**src/rtl/irq_ctl.sv**
```systemverilog
// Eight-source edge-triggered interrupt controller for the AVR core.
// Firmware programs it through mask, pending, control and end-of-interrupt registers.
module irq_ctl #(
  parameter logic [15:0] MASK_ADDR = 16'h0058,
  parameter logic [15:0] PEND_ADDR = 16'h0059,
  parameter logic [15:0] CTRL_ADDR = 16'h005A,
  parameter logic [15:0] EOI_ADDR  = 16'h005B,
  parameter int          HOLD_CYC  = 2
) (
  input  logic        clock,
  input  logic        reset,
  input  logic [15:0] a,
  input  logic [7:0]  o,
  input  logic        w,
  input  logic        r,
  input  logic [7:0]  src,
  output logic [7:0]  q,
  output logic        sel,
  output logic        intr,
  output logic [2:0]  vect
);

  localparam int CNT_W = (HOLD_CYC > 1) ? $clog2(HOLD_CYC) : 1;

  typedef enum logic [1:0] {IDLE, REQ, SERV} state_t;

  state_t             state, state_n;
  logic [7:0]         sync_p0, sync_p1, hist_p2;
  logic [7:0]         pend, mask, cand, rise, clr;
  logic               gie, isv, start, done;
  logic [2:0]         cur;
  logic [CNT_W-1:0]   cnt;
  logic               mask_wr, pend_wr, ctrl_wr, eoi_wr;
  logic               unused_rd;

  function automatic logic [2:0] lowest_idx(input logic [7:0] c);
    logic [2:0] idx;
    idx = 3'd0;
    for (int i = 7; i >= 0; i--) begin
      if (c[i]) idx = 3'(i);
    end
    return idx;
  endfunction

  // Reads are side-effect free; the strobe is only carried for bus symmetry.
  assign unused_rd = r;

  assign mask_wr = w && (a == MASK_ADDR);
  assign pend_wr = w && (a == PEND_ADDR);
  assign ctrl_wr = w && (a == CTRL_ADDR);
  assign eoi_wr  = w && (a == EOI_ADDR);

  assign rise = sync_p1 & ~hist_p2;
  assign cand = pend & mask;
  assign clr  = (pend_wr ? o : 8'h00) | (done ? (8'h01 << cur) : 8'h00);

  always_ff @(posedge clock) begin
    if (reset) state <= IDLE;
    else       state <= state_n;
  end

  always_comb begin
    state_n = state;
    case (state)
      IDLE:    if (gie && (cand != 8'h00)) state_n = REQ;
      REQ:     if (cnt == '0) state_n = SERV;
      SERV:    if (eoi_wr) state_n = IDLE;
      default: state_n = IDLE;
    endcase
  end

  always_comb begin
    intr  = (state == REQ);
    isv   = (state == SERV);
    start = (state == IDLE) && (state_n == REQ);
    done  = (state == REQ) && (cnt == '0);
  end

  // Stage p0/p1: two-flop synchronizer; p2: edge history. A same-cycle edge beats any clear.
  always_ff @(posedge clock) begin
    if (reset) begin
      sync_p0 <= 8'h00;
      sync_p1 <= 8'h00;
      hist_p2 <= 8'h00;
      pend    <= 8'h00;
      mask    <= 8'h00;
      gie     <= 1'b0;
      cur     <= 3'd0;
      cnt     <= '0;
    end else begin
      sync_p0 <= src;
      sync_p1 <= sync_p0;
      hist_p2 <= sync_p1;
      pend    <= (pend & ~clr) | rise;
      if (mask_wr) mask <= o;
      if (ctrl_wr) gie <= o[0];
      if (start) begin
        cur <= lowest_idx(cand);
        cnt <= CNT_W'(HOLD_CYC - 1);
      end else if (state == REQ && cnt != '0) begin
        cnt <= cnt - 1'b1;
      end
    end
  end

  assign vect = cur;

  always_comb begin
    q   = 8'h00;
    sel = 1'b1;
    if      (a == MASK_ADDR) q = mask;
    else if (a == PEND_ADDR) q = pend;
    else if (a == CTRL_ADDR) q = {isv, 1'b0, cur, 2'b00, gie};
    else if (a == EOI_ADDR)  q = 8'h00;
    else                     sel = 1'b0;
  end

endmodule
```
**config.mk**
```make
export PLATFORM = sky130hd
export DESIGN_NAME = irq_ctl
export DESIGN_NICKNAME = d
export VERILOG_FILES = /design/src/rtl/irq_ctl.sv
export SDC_FILE = /design/constraint.sdc
export NUM_CORES = 1
export LEC_CHECK = 0
export CAP_MARGIN = 20
export CELL_PAD_IN_SITES_DETAIL_PLACEMENT = 2
export CELL_PAD_IN_SITES_GLOBAL_PLACEMENT = 2
export CORE_ASPECT_RATIO = 0.7
export CORE_MARGIN = 2
export CORE_UTILIZATION = 31
export DETAILED_ROUTE_END_ITERATION = 12
export PLACE_DENSITY_LB_ADDON = 0.1
export REMOVE_ABC_BUFFERS = 1
export SYNTH_ARGS = -nofsm -noshare
export SYNTH_HDL_FRONTEND = slang
export SYNTH_SLANG_ARGS = --single-unit
```
**constraint.sdc**
```tcl
create_clock -name clock -period 2.7 [get_ports clock]
set_input_delay 0.27 -clock clock [delete_from_list [all_inputs] [get_ports clock]]
set_output_delay 0.27 -clock clock [all_outputs]
set_load 0.05 [all_outputs]
```
* Word-level counts from Yosys, hierarchy flattened
Index checks and enable logic that the tools add are counted.
** Storage, ports and cells
- Bits in registers :: 47
- Bits in latches :: 0
- RAM bits :: 0
- Memory bits (read-only) :: 0
- Input bits :: 36
- Output and inout port bits :: 13
- Logic and storage cells :: 60
- Memories :: 0
** Cells by class
- $add $sub $neg :: 1
- $mul :: 0
- Div/mod/pow operators :: 0
- Magnitude comparators :: 0
- Equality and inequality tests :: 7
- Shift-type cells :: 1
- Mux-type cells :: 23
- Bitwise gates (word level) :: 8
- Reductions and logical operators :: 11
** Operators with widths (number)
- == test 16 x 7 -> 1 bit, second input constant :: 4
- two-way mux 8 bit :: 5
- AND 8 bit :: 3
- two-way mux 3 bit :: 8
- inverter 8 bit :: 2
- OR 8 bit :: 2
- logical AND 1 bit :: 8
- nonzero test 8 bit :: 1
- left shift 1 x 3 -> 8 bit, first input constant :: 1
- two-way mux 1 bit :: 6
- two-way mux 2 bit :: 3
- one-hot mux 2 bit (3 select lines) :: 1
- == test 2 x 1 -> 1 bit, second input constant :: 2
- == test 2 bit, second input constant :: 1
- logical NOT 2 bit :: 1
- nonzero test 2 bit :: 1
- inverter 1 bit :: 1
- subtractor 1 bit, second input constant :: 1

* Depth between registers and ports, before layout
- Word-level depth :: 9
- Depth in mapped cells :: 6
- Gate-level depth less buffers :: 5

* Worst setup path after synthesis
No wires, ideal clock.
- Kind :: input to output
- From :: input port a[9]
- To :: output port q[1]
- Arrival :: 2.042 ns
- Data required time :: 2.430 ns
- Path slack :: 0.388 ns
- Cell stages on the path :: 4
- Buffers on the path :: 1
- Cell sequence :: nor4_2 > nand4_2 > buf_2 > nor3_1
** Between the ends
- Cells in the longest elaborated chain, start to end :: 3
- Elaborated cells between the ends (all ways) :: 4
- Those cells by class :: 2 x eq/ne; 2 x mux
** Ends and longest elaborated chain
- from (decl) :: RTL line 12 : input logic [15:0] a,
- == test 16 x 7 -> 1 bit :: RTL line 112 : else if (a == PEND_ADDR) q = pend;
- two-way mux 8 bit :: RTL line 112
- two-way mux 8 bit * :: RTL line 111 : if (a == MASK_ADDR) q = mask;
- to (decl) :: RTL line 17 : output logic [7:0] q,
Mark *: on every way between the ends. The rest lies on a longest branch, timed or not.

* Final worst setup path
- From :: input port a[14]
- To :: output port sel
** Between the ends
- Cells in the longest elaborated chain, start to end :: 5
- Elaborated cells between the ends (all ways) :: 8
- Those cells by class :: 4 x eq/ne; 4 x mux
** Ends and longest elaborated chain
- == test 16 x 7 -> 1 bit :: RTL line 114 : else if (a == EOI_ADDR) q = 8'h00;
- two-way mux 1 bit :: RTL line 114
- two-way mux 1 bit :: RTL line 113 : else if (a == CTRL_ADDR) q = {isv, 1'b0, cur, 2'b00, gie};
- two-way mux 1 bit :: RTL line 112
- two-way mux 1 bit * :: RTL line 111
- to (decl) :: RTL line 18 : output logic sel,
Marked as above.

==> impl_metrics.prom <==
# TYPE chip_impl_metric gauge
chip_impl_info{name="status",value="finished, final reports clean"} 1
chip_impl_metric{name="starting_utilization_of_the_core_area",unit="%"} 32.5
chip_impl_metric{name="core_area",unit="mm²"} 0.00634
chip_impl_metric{name="final_cells",unit=""} 375
chip_impl_metric{name="synthesis.yosys.warnings",unit=""} 0
chip_impl_metric{name="dr.pass1.iters",unit=""} 4
chip_impl_metric{name="grt_pass1_vias",unit=""} 2021
chip_impl_metric{name="timing.critical_path.slowest_cell_delay",unit="ns"} 0.41
chip_impl_metric{name="synth_seq_cells",unit=""} 47
chip_impl_metric{name="cts_buffers",unit=""} 5
chip_impl_metric{name="grt_first_pass_wirelength",unit="µm"} 10700
chip_impl_metric{name="setup_viol",unit=""} 0
chip_impl_metric{name="place_ws",unit="ns"} 0.349
chip_impl_metric{name="syn_area_per_cell",unit="µm²"} 8.85
chip_impl_metric{name="via_per_inst",unit=""} 5.07
chip_impl_metric{name="final_design_area_no_fill",unit="mm²"} 0.00283
chip_impl_metric{name="postPlaceCellArea",unit="mm²"} 0.00274
chip_impl_metric{name="cellPowerDensity",unit="mW/mm²"} 457
chip_impl_metric{name="grt_max_degree",unit=""} 27
chip_impl_metric{name="cts_setup_buffers",unit=""} 0
chip_impl_metric{name="max_capacitance_violation_total",unit=""} 0
chip_impl_metric{name="synth.area.mux_share",unit="%"} 3.88
chip_impl_metric{name="chipWidth",unit="µm"} 101
chip_impl_info{name="worstPathCellList",value="clkdlybuf4s50_1 > nor4b_2 > nand4_2 > buf_4 > inv_2 > buf_12"} 1
chip_impl_metric{name="r2r.worst_path.cells",unit=""} 4
chip_impl_metric{name="yosysUniqueCellTypes",unit=""} 35
chip_impl_info{name="crit_path_start",value="a[14]"} 1
chip_impl_metric{name="synthesis.instances",unit=""} 233
chip_impl_metric{name="synthesized_area_fraction_occupied_by_xor_and_xnor_cells",unit="%"} 0
chip_impl_metric{name="power_leakage",unit="nW"} 0.993
chip_impl_info{name="synth_top_family_by_area",value="simple AND/OR/NAND/NOR gates"} 1
chip_impl_metric{name="timing.final.ws_setup",unit="ns"} 0.362
chip_impl_metric{name="syn2layout_area_growth",unit="%"} 37.3
chip_impl_metric{name="synth_compound_area_share",unit="%"} 16.8
chip_impl_metric{name="post_cts_resize_count",unit=""} 0
chip_impl_metric{name="boundaryPins",unit=""} 49
chip_impl_info{name="timing.critical_path.from_type",value="primary input"} 1
chip_impl_metric{name="route.final.wire_length",unit="µm"} 6370
chip_impl_info{name="endpoint_kind",value="output port"} 1
chip_impl_metric{name="clock_tree.htree_level_count",unit=""} 2
chip_impl_metric{name="io_buffers",unit=""} 47
chip_impl_metric{name="fraction_of_the_mapped_netlist_area_in_adder_cells",unit="%"} 0
chip_impl_info{name="netlist.top_cell.by_area",value="sky130_fd_sc_hd__dfxtp_1"} 1
chip_impl_metric{name="instance_count_on_the_critical_path",unit=""} 6
chip_impl_metric{name="synthSimpleGateAreaFrac",unit="%"} 28.5
chip_impl_metric{name="vias",unit=""} 1900
chip_impl_metric{name="final.setup_skew",unit="ns"} 0.00935
chip_impl_info{name="min_path_type",value="flop to flop"} 1
chip_impl_metric{name="num-nets-final",unit=""} 319
chip_impl_metric{name="irDropWorstVdd",unit="mV"} 0.299
chip_impl_info{name="timing.rr.start",value="state[0]"} 1
chip_impl_metric{name="finalWeightedCongestion",unit=""} 0.822
chip_impl_metric{name="drc",unit=""} 0
chip_impl_metric{name="worst-path-max-fanout",unit=""} 11
chip_impl_info{name="timing.critical_path.to",value="sel"} 1
chip_impl_metric{name="routedWlPerCell",unit="µm"} 17.0
chip_impl_metric{name="place.detailed.instances",unit=""} 367
chip_impl_metric{name="synth.top_cell.area_share",unit="%"} 45.6
chip_impl_metric{name="timing.final.crit_period",unit="ns"} 2.34
chip_impl_metric{name="tightestPinTransition",unit="ns"} 0.706
chip_impl_metric{name="totalNegativeSetupSlack",unit="ns"} 0
chip_impl_metric{name="grt_usage",unit="%"} 19.1
chip_impl_info{name="cp_slowest_cell",value="sky130_fd_sc_hd__clkdlybuf4s50_1"} 1
chip_impl_metric{name="rrSetupSlack",unit="ns"} 0.84
chip_impl_metric{name="timing.slew.headroom",unit="%"} 52.4
chip_impl_metric{name="worst_setup_hold_path_clk_slew",unit="ns"} 0.09
chip_impl_metric{name="die_outline_area",unit="mm²"} 0.00733
chip_impl_metric{name="die_h",unit="µm"} 72.2
chip_impl_metric{name="num_rows",unit=""} 24
chip_impl_info{name="final_common_cell",value="sky130_fd_sc_hd__dfxtp_1"} 1
chip_impl_metric{name="drtAntennaViolNets",unit=""} 0
chip_impl_metric{name="grt_overflow",unit=""} 0
chip_impl_info{name="synthTopCellsByArea",value="sky130_fd_sc_hd__dfxtp_1 (46%), sky130_fd_sc_hd__nor2b_1 (8.8%), sky130_fd_sc_hd__a21oi_1 (4.4%)"} 1
chip_impl_metric{name="synth.yosys.seq_area_share",unit="%"} 45.6
chip_impl_info{name="worst_path_dominant_cell_family",value="buffers and inverters"} 1
chip_impl_info{name="rsz0062_at_grt",value="false"} 1
chip_impl_metric{name="cts-hold-fix-buffers",unit=""} 0
chip_impl_info{name="tritoncts_clock_tree",value="built"} 1
chip_impl_metric{name="critical_path.n_buffers_inverters",unit=""} 4
chip_impl_metric{name="syn_area",unit="mm²"} 0.00206
chip_impl_metric{name="worst-endpoint-arrival",unit="ns"} 2.07
chip_impl_metric{name="grt_antenna_before_repair",unit=""} 0
chip_impl_metric{name="final-max-slew-violation-count",unit=""} 0
chip_impl_metric{name="worstSkewPairLatency",unit="ns"} 0.30
chip_impl_metric{name="place_hpwl",unit="µm"} 4760
chip_impl_metric{name="hold_violations",unit=""} 0
chip_impl_metric{name="max_clock_freq",unit="MHz"} 428
chip_impl_info{name="crit_type",value="primary input to output port"} 1
chip_impl_metric{name="timing.final.crit_share",unit="%"} 86.6
chip_impl_metric{name="antenna_cells_inserted",unit=""} 0
chip_impl_metric{name="drt_iter0_drc",unit=""} 116
chip_impl_metric{name="cts.sinks",unit=""} 47
chip_impl_info{name="most-common-layout-cells",value="sky130_fd_sc_hd__dfxtp_1 (47), sky130_fd_sc_hd__clkdlybuf4s50_1 (38), sky130_fd_sc_hd__nor2b_1 (29)"} 1
chip_impl_info{name="timing.rr.end",value="pend[3]"} 1
chip_impl_metric{name="clk_path_buf_depth",unit=""} 2
chip_impl_info{name="clock-root-buffer",value="sky130_fd_sc_hd__clkbuf_8"} 1
chip_impl_metric{name="cp_data_required_time",unit="ns"} 2.43
chip_impl_metric{name="layout-drive-gt1-share",unit="%"} 11.3
-- cell type report --
cell class / instances / area (µm²)
clock inverter: 2 / 16.3
sequential: 47 / 941
clock buffer: 6 / 72.6
tap: 91 / 114
fill: 713 / 3500
multi-input combinational: 161 / 1010
timing repair buffer: 56 / 628
inverter: 12 / 45.0
-- synthesized netlist by cell type (all sizes together) --
cell,instances
a22oi,4
dfxtp,47
clkbuf,8
a31oi,1
mux2i,8
nand2b,3
clkinv,1
nor2,10
o21ai,11
a41o,1
nor4,1
nor3,12
and4bb,1
a211oi,1
and2,1
nor2b,29
nand3,8
nor4b,2
nand4,3
a21boi,1
o2bb2ai,8
nor3b,2
nand4b,8
inv,11
nand2,20
a32oi,2
a221oi,1
a2bb2oi,1
buf,5
o311ai,4
a21oi,18
-- report_power, final --
group	leakage (nW)	switching (W)	total, W	internal (W)
logic	0.568	0.0000542	0.000126	0.0000713
registers	0.384	0.0000112	0.000725	0.000714
clock network	0.0418	0.000256	0.000442	0.000187
-- through the flow --
| stage | hold WS (ns) | util, % | power, W |
|---|---|---|---|
| 2_1_floorplan | 0.339 | - | 0.000773 |
| 3_3_place_gp | 0.417 | 43.3 | 0.000864 |
| 3_5_place_dp | 0.428 | 43.3 | 0.000868 |
| 4_1_cts | 0.451 | 44.7 | 0.00131 |
| 5_1_grt | 0.465 | 44.7 | 0.00135 |
| 6_report | 0.446 | 44.7 | 0.00129 |
-- worst min-delay path by stage --
| stage | startpoint | end | slack (ns) | cells after the start |
|---|---|---|---|---|
| 5_1_grt | sync_p0[1] | sync_p1[1] | 0.47 | 1 |
| 4_1_cts | sync_p0[0] | sync_p1[0] | 0.45 | 1 |
| 3_3_place_gp | sync_p0[0] | sync_p1[0] | 0.42 | 1 |
| 3_5_place_dp | sync_p0[0] | sync_p1[0] | 0.43 | 1 |
| 6_report | sync_p0[0] | sync_p1[0] | 0.45 | 1 |
| 2_1_floorplan | reset | cnt | 0.34 | 1 |
-- kinds of logic after synthesis --
kind of cell | count (synthesis)
compound gates | 53
simple gates | 100
flops | 47
mux | 8
buf+inv | 25
-- worst reg2reg max path, delay by kind of cell (launching register included) --
| family | cells | cell delay, ns |
|---|---|---|
| and+or+nand+nor | 2 | 0.48 |
| DFF | 1 | 0.45 |
| AOI/OAI and AO/OA | 2 | 0.80 |
-- registers in the layout, summed over array words and instances (netlist names) --
register / flops
hist_p2: 8
gie: 1
pend: 8
vect: 3
cnt: 1
sync_p1: 8
state: 2
sync_p0: 8
mask: 8
-- per-layer routing --
layer  track usage (%)  wire length, µm
met5                 0                0
met4              3.15               34
met3              3.56              204
met2              30.5             2810
met1              27.3             3330
No activity file was read; power rests on OpenSTA's default activity.
